## src/rtl/dsp48e2_pkg.sv

```systemverilog
// dsp48e2_pkg
// Shared constants for the reduced DSP48E2 slice model:
//   - operand / result widths
//   - OPMODE field codes for the W, X, Y and Z multiplexers
//   - ALUMODE function codes
//   - packed control word carried down the control pipeline
package dsp48e2_pkg;

    localparam int A_W = 30;
    localparam int B_W = 18;
    localparam int P_W = 48;
    localparam int M_W = 45;

    // X mux, OPMODE[1:0]
    localparam logic [1:0] X_ZERO = 2'b00;
    localparam logic [1:0] X_M    = 2'b01;
    localparam logic [1:0] X_P    = 2'b10;
    localparam logic [1:0] X_AB   = 2'b11;

    // Y mux, OPMODE[3:2]
    localparam logic [1:0] Y_ZERO = 2'b00;
    localparam logic [1:0] Y_M    = 2'b01;
    localparam logic [1:0] Y_ONES = 2'b10;
    localparam logic [1:0] Y_C    = 2'b11;

    // Z mux, OPMODE[6:4]
    localparam logic [2:0] Z_ZERO   = 3'b000;
    localparam logic [2:0] Z_P      = 3'b010;
    localparam logic [2:0] Z_C      = 3'b011;
    localparam logic [2:0] Z_PSHIFT = 3'b110;

    // W mux, OPMODE[8:7]
    localparam logic [1:0] W_ZERO = 2'b00;
    localparam logic [1:0] W_P    = 2'b01;
    localparam logic [1:0] W_C    = 2'b11;

    // ALUMODE
    localparam logic [3:0] ALU_ADD     = 4'b0000;
    localparam logic [3:0] ALU_NEG_ADD = 4'b0001;
    localparam logic [3:0] ALU_NOT_ADD = 4'b0010;
    localparam logic [3:0] ALU_ZSUB    = 4'b0011;

    typedef struct packed {
        logic [8:0] opmode;
        logic [3:0] alumode;
        logic       carryin;
    } ctrl_t;

endpackage

```

## src/rtl/dsp48e2_preg.sv

```systemverilog
// dsp48e2_preg
// Optional pipeline register used for every stage of the slice.
//   clk   : rising-edge clock
//   rst   : synchronous active-high clear (overrides ce)
//   ce    : clock enable, register holds when low
//   d     : WIDTH-bit data in
//   q     : WIDTH-bit data out (d passed straight through when EN == 0)
module dsp48e2_preg #(
    parameter int WIDTH = 1,
    parameter int EN    = 1
) (
    input  logic             clk,
    input  logic             rst,
    input  logic             ce,
    input  logic [WIDTH-1:0] d,
    output logic [WIDTH-1:0] q
);

    generate
        if (EN != 0) begin : g_reg
            logic [WIDTH-1:0] r;

            // Reset wins over the enable so a single RST edge flushes the whole pipe.
            always_ff @(posedge clk) begin
                if (rst) begin
                    r <= '0;
                end else if (ce) begin
                    r <= d;
                end
            end

            assign q = r;
        end else begin : g_wire
            assign q = d;
        end
    endgenerate

endmodule

```

## src/rtl/dsp48e2.sv

```systemverilog
// dsp48e2
// Reduced DSP48E2 slice: registered A/B/C, 27x18 signed multiplier,
// 48-bit W+X+Y+Z adder/subtractor with P feedback.
//   CLK, RST          : clock, synchronous active-high reset
//   A[29:0], B[17:0]  : multiplier operands (A[26:0] signed) / A:B concat
//   C[47:0]           : adder operand
//   CEA..CECTRL       : per-register clock enables
//   OPMODE[8:0]       : {W, Z, Y, X} mux selects
//   ALUMODE[3:0]      : adder function
//   CARRYIN           : adder carry in
//   P[47:0]           : result
module dsp48e2
    import dsp48e2_pkg::*;
#(
    parameter int AREG    = 1,
    parameter int BREG    = 1,
    parameter int CREG    = 1,
    parameter int MREG    = 1,
    parameter int PREG    = 1,
    parameter int CTRLREG = 1
) (
    input  logic           CLK,
    input  logic           RST,
    input  logic [A_W-1:0] A,
    input  logic [B_W-1:0] B,
    input  logic [P_W-1:0] C,
    input  logic           CEA,
    input  logic           CEB,
    input  logic           CEC,
    input  logic           CEM,
    input  logic           CEP,
    input  logic           CECTRL,
    input  logic [8:0]     OPMODE,
    input  logic [3:0]     ALUMODE,
    input  logic           CARRYIN,
    output logic [P_W-1:0] P
);

    logic [A_W-1:0]       a_q;
    logic [B_W-1:0]       b_q;
    logic [P_W-1:0]       c_q;
    logic [P_W-1:0]       c_m;
    logic [P_W-1:0]       ab_m;
    logic [P_W-1:0]       m_d;
    logic [P_W-1:0]       m_q;
    logic [P_W-1:0]       p_d;
    logic [P_W-1:0]       p_q;
    ctrl_t                ctrl_in;
    ctrl_t                ctrl_q;
    ctrl_t                ctrl_m;
    logic signed [M_W-1:0] product;

    assign ctrl_in = '{opmode: OPMODE, alumode: ALUMODE, carryin: CARRYIN};

    // Input stage: A, B, C and controls all sampled on the same edge.
    dsp48e2_preg #(.WIDTH(A_W),          .EN(AREG))    u_areg    (.clk(CLK), .rst(RST), .ce(CEA),    .d(A),       .q(a_q));
    dsp48e2_preg #(.WIDTH(B_W),          .EN(BREG))    u_breg    (.clk(CLK), .rst(RST), .ce(CEB),    .d(B),       .q(b_q));
    dsp48e2_preg #(.WIDTH(P_W),          .EN(CREG))    u_creg    (.clk(CLK), .rst(RST), .ce(CEC),    .d(C),       .q(c_q));
    dsp48e2_preg #(.WIDTH($bits(ctrl_t)), .EN(CTRLREG)) u_ctrlreg (.clk(CLK), .rst(RST), .ce(CECTRL), .d(ctrl_in), .q(ctrl_q));

    // Only the low 27 bits of A feed the multiplier; the upper bits matter only for A:B.
    assign product = $signed(a_q[26:0]) * $signed(b_q);
    assign m_d     = {{(P_W-M_W){product[M_W-1]}}, product};

    // Multiplier stage. C, A:B and the controls ride alongside M so that
    // everything applied on one edge meets in the adder on the P edge.
    dsp48e2_preg #(.WIDTH(P_W),          .EN(MREG)) u_mreg     (.clk(CLK), .rst(RST), .ce(CEM), .d(m_d),        .q(m_q));
    dsp48e2_preg #(.WIDTH(P_W),          .EN(MREG)) u_cmreg    (.clk(CLK), .rst(RST), .ce(CEM), .d(c_q),        .q(c_m));
    dsp48e2_preg #(.WIDTH(P_W),          .EN(MREG)) u_abmreg   (.clk(CLK), .rst(RST), .ce(CEM), .d({a_q, b_q}), .q(ab_m));
    dsp48e2_preg #(.WIDTH($bits(ctrl_t)), .EN(MREG)) u_ctrlmreg (.clk(CLK), .rst(RST), .ce(CEM), .d(ctrl_q),     .q(ctrl_m));

    // W/X/Y/Z muxes and the ALU. The product is a single value, so it only
    // contributes when both X and Y select M; a lone M select adds nothing.
    always_comb begin
        logic [1:0]     x_sel;
        logic [1:0]     y_sel;
        logic [2:0]     z_sel;
        logic [1:0]     w_sel;
        logic [P_W-1:0] x_val;
        logic [P_W-1:0] y_val;
        logic [P_W-1:0] z_val;
        logic [P_W-1:0] w_val;
        logic [P_W-1:0] prod_val;
        logic [P_W-1:0] sum;

        x_sel    = ctrl_m.opmode[1:0];
        y_sel    = ctrl_m.opmode[3:2];
        z_sel    = ctrl_m.opmode[6:4];
        w_sel    = ctrl_m.opmode[8:7];
        x_val    = '0;
        y_val    = '0;
        z_val    = '0;
        w_val    = '0;
        prod_val = '0;
        p_d      = '0;

        if (x_sel == X_M && y_sel == Y_M) begin
            prod_val = m_q;
        end

        case (x_sel)
            X_P:     x_val = p_q;
            X_AB:    x_val = ab_m;
            default: x_val = '0;
        endcase

        case (y_sel)
            Y_ONES:  y_val = '1;
            Y_C:     y_val = c_m;
            default: y_val = '0;
        endcase

        case (z_sel)
            Z_P:      z_val = p_q;
            Z_C:      z_val = c_m;
            Z_PSHIFT: z_val = $unsigned($signed(p_q) >>> 17);
            default:  z_val = '0;
        endcase

        case (w_sel)
            W_P:     w_val = p_q;
            W_C:     w_val = c_m;
            default: w_val = '0;
        endcase

        sum = w_val + x_val + y_val + prod_val + {{(P_W-1){1'b0}}, ctrl_m.carryin};

        // -Z + S - 1 is the same as S + ~Z in two's complement.
        case (ctrl_m.alumode)
            ALU_ZSUB:    p_d = z_val - sum;
            ALU_NEG_ADD: p_d = ~z_val + sum;
            ALU_NOT_ADD: p_d = ~(z_val + sum);
            default:     p_d = z_val + sum;
        endcase
    end

    dsp48e2_preg #(.WIDTH(P_W), .EN(PREG)) u_preg (.clk(CLK), .rst(RST), .ce(CEP), .d(p_d), .q(p_q));

    assign P = p_q;

endmodule

```

## config.mk

```make
export PLATFORM = sky130hd
export DESIGN_NAME = dsp48e2
export DESIGN_NICKNAME = d
export VERILOG_FILES = /design/src/rtl/dsp48e2_pkg.sv /design/src/rtl/dsp48e2_preg.sv /design/src/rtl/dsp48e2.sv
export SDC_FILE = /design/constraint.sdc
export NUM_CORES = 2
export LEC_CHECK = 0
export CAP_MARGIN = 30
export CELL_PAD_IN_SITES_DETAIL_PLACEMENT = 0
export CELL_PAD_IN_SITES_GLOBAL_PLACEMENT = 1
export CORE_ASPECT_RATIO = 1.75
export CORE_UTILIZATION = 44
export DETAILED_ROUTE_END_ITERATION = 10
export PLACE_DENSITY_LB_ADDON = 0.1
export RECOVER_POWER = 50
export SETUP_SLACK_MARGIN = 0.05
export SLEW_MARGIN = 20
export SYNTH_ARGS = -nofsm -noshare
export SYNTH_HDL_FRONTEND = slang
export SYNTH_HIERARCHICAL = 1
export SYNTH_SLANG_ARGS = --single-unit
```

## constraint.sdc

```tcl
create_clock -name CLK -period 6.9 [get_ports CLK]
set_clock_uncertainty 0.2 [all_clocks]
set_input_delay 1.035 -clock CLK [delete_from_list [all_inputs] [get_ports CLK]]
set_output_delay 1.035 -clock CLK [all_outputs]
set_load 0.05 [all_outputs]
```

==> results.toml <==
[status]
outcome = "finished with violations"
violations = "setup timing"

[yosys]
synthCells = 5415
synth_edf_count = 0
syn_avg_cell_area_um2 = 8.39
yosys.area.top_type = "fa_1"
ys_top_cells_by_area = "fa_1 25%, dfxtp_1 14%, mux2i_1 9.1%"
synth_ff_type = "dfxtp_1"
ys_seq_area_frac = 0.139
ys_seq_elements = 316
ys_async_sr_fraction = 0
yosysWarnings = 6
synth_cell_types = 92
syn_nets = 6404
synth_top_area_frac = 0.252
netlist_area_um2 = 45500

[worst_setup_path]
reg2reg_slack_ns = -0.20
cp-start-kind = "flip-flop"
crit_type = "flip-flop to flip-flop"
required_ns = 7.17
worstReg2RegStart = "u_ctrlmreg/q[5]$_SDFFE_PP0P_"
reg2reg_to = "u_preg/q[46]$_SDFFE_PP0P_"
slowest_stage = "fa_1"
cp-startpoint = "u_ctrlmreg/q[5]$_SDFFE_PP0P_"
cp_data_arrival_time_ns = 7.37
worstRegToRegCells = 37
cp_slowest_stage_delay_ns = 0.55
cp-end-kind = "flip-flop"
cp_max_fo = 6
cp_common_cell = "buf_6"

[sta]
hold_violations = 0
period_minus_slack_ns = 7.10
fin_tns_setup_ns = -1.45
finalSetupViolCount = 18
period_share = 1.03
finalWorstSetupSlack_ns = -0.203
fmax_ghz = 0.141
tightest_slew_ns = 1.01
relSlewSlack = 0.322
hold_ws_ns = 0.283
grt_setup_unrepaired = "true"
slew_viol_final = 0

[finish]
regArea_um2 = 6410
drive_gt1_frac = 0.278
finish.net_count = 7487
area_growth_pct = 34.3
fillerInstances = 9438
multi_input_area_um2 = 37200
final_cell_area_um2 = 61000

[flow_run]
max-cap-violations = 0

[routing]
drc_errors = 0
vias_per_cell = 5.30
wire_per_inst_um = 22.5
antenna_left = 0
drtIter0Drc = 2206
dr.pass1.iters = 5
drt-total-wl_um = 177000
vias = 41700

[global_routing]
antenna_found_initial = 7
grt_remaining_overflow = 0
grt_max_degree = 163
grt.total_usage = 0.339
grt_first_pass_wirelength_um = 267000
grt_pass1_vias = 44200

[clocking]
clock_path_buffers = 3
cts_tree = "built"
cts-root-buf = "clkbuf_16"
clock-sinks = 316
h-tree-depth = 2
numCtsBuffers = 40
clk_pin_slew_worst_paths_ns = 0.06
clock_latency_ns = 0.64

[floorplanning]
rows = 155
core_um2 = 102000
die_h_um = 427
io_pins = 166
initial_utilization = 0.445
die_area_um2 = 105000
chipWidth_um = 245

[place]
portBuffers = 165
hpwl_um = 145000
place_area_um2 = 55600
finalWeightedCongestion = 0.998

[worst_hold_path]
min_from = "u_creg/q[24]$_SDFFE_PP0P_"
min_delay_worst_endpoint = "u_cmreg/q[24]$_SDFFE_PP0P_"
min_path_cells = 2
hold_class = "flip-flop to flip-flop"

[power]
peakVddDrop_uv = 224
powerDensity_nw_per_um2 = 136
leakagePower_uw = 0.0284
==> area by class of cell <==
cell class,instances,area share
Sequential cell,316,0.105
Clock buffer,45,0.0170
Inverter,810,0.0503
Timing Repair Buffer,1348,0.186
Clock inverter,29,0.00553
Multi-Input combinational cell,3982,0.609
Tap cell,1334,0.0273
Antenna cell,1,0.0000410
==> synth_stat cells, types with 50 or more instances <==
cell type / count
and2_1: 233
a21o_1: 63
nand2b_1: 78
nor2b_1: 79
mux2i_1: 413
ha_1: 300
clkbuf_1: 216
a21oi_1: 287
inv_1: 801
fa_1: 571
o21ai_0: 133
o21bai_1: 50
nor2_1: 529
xnor2_1: 109
nand2_1: 496
o21a_1: 104
dfxtp_1: 316
==> worst max path at each step <==
| stage | endpoint | cells after the start |
|---|---|---|
| finish | u_preg/q[46]$_SDFFE_PP0P_ | 37 |
| global route | u_preg/q[43]$_SDFFE_PP0P_ | 34 |
| CTS | u_preg/q[39]$_SDFFE_PP0P_ | 38 |
| detailed placement | u_preg/q[43]$_SDFFE_PP0P_ | 35 |
| global placement | u_preg/q[39]$_SDFFE_PP0P_ | 36 |
| floorplan | u_preg/q[46]$_SDFFE_PP0P_ | 36 |
==> report_power, final <==
group	internal [µW]	leakage (µW)	switching (µW)	total (µW)
registers	1970	0.00260	136	2100
logic	1850	0.0251	2090	3940
clock network	1210	0.000654	1060	2270
total	5030	0.0284	3280	8310
==> sequential cells by signal, indices dropped and copies added, names as in the netlist <==
| signal | count |
|---|---|
| u_mreg/q | 48 |
| u_abmreg/q | 48 |
| u_preg/q | 48 |
| u_breg/q | 18 |
| u_areg/q | 30 |
| u_cmreg/q | 48 |
| u_ctrlmreg/q | 14 |
| u_ctrlreg/q | 14 |
| u_creg/q | 48 |
==> layout by cell type, fill, tap and decap left out, drive strengths merged, types with 13 or more instances in the layout <==
cell type	count
a211oi	23
nor3	43
a31oi	25
nand4	20
and3	13
a21o	63
xor2	39
o211ai	27
nor2b	79
buf	1189
o21ai	139
nor4	13
o31ai	26
clkinv	16
fa	571
o21bai	50
nor2	530
o22ai	19
a22oi	16
mux2i	413
clkdlybuf4s50	159
and2	240
nand2	496
inv	815
a21oi	289
nand2b	78
ha	300
clkbuf	45
xnor2	109
a221oi	15
nand3	41
mux2	49
dfxtp	316
or2	17
o21a	104
or3	13
==> logic make-up after synthesis <==
family,after synthesis,share of synthesized area
simple gates,1607,0.164
buf+inv,1117,0.103
compound gates,894,0.128
fa+ha+maj,871,0.334
mux,462,0.103
flops,316,0.139
xor+xnor,148,0.0285
==> critical path: cells and delay by family (launching register included) <==
kind	cells	cell delay, ns
compound gates	12	2.16
xor+xnor	2	0.26
fa+ha+maj	4	1.62
buf+inv	9	0.89
flops	1	0.34
mux	2	0.49
simple gates	8	0.96
==> per-stage QoR <==
step / util / total power (µW) / instances / setup WS, ns
after floorplan: - / 4100 / 5415 / 0.0516
after global placement: 0.543 / 5640 / 7675 / -0.638
after detailed placement: 0.544 / 5690 / 7677 / -0.592
after CTS: 0.580 / 8210 / 7821 / -0.145
after global routing: 0.597 / 8800 / 7864 / -0.457
final: 0.597 / 8310 / 7865 / -0.203
==> metal layers <==
layer / track usage / routed length, µm / up-vias
met4: 0.173 / 10000 / 12
li1: - / - / 19600
met1: 0.387 / 69300 / 20800
met3: 0.0329 / 6260 / 376
met5: 0 / 65 / -
met2: 0.621 / 91000 / 971
==> timing repair <==
item	CTS	global route
cloned	2	0
pin swaps	186	193
resized for setup	399	326
buffers inserted	74	48
setup endpoints to repair	44	48
hold buffers	0	0
No activity file was read; power rests on OpenSTA's default activity.
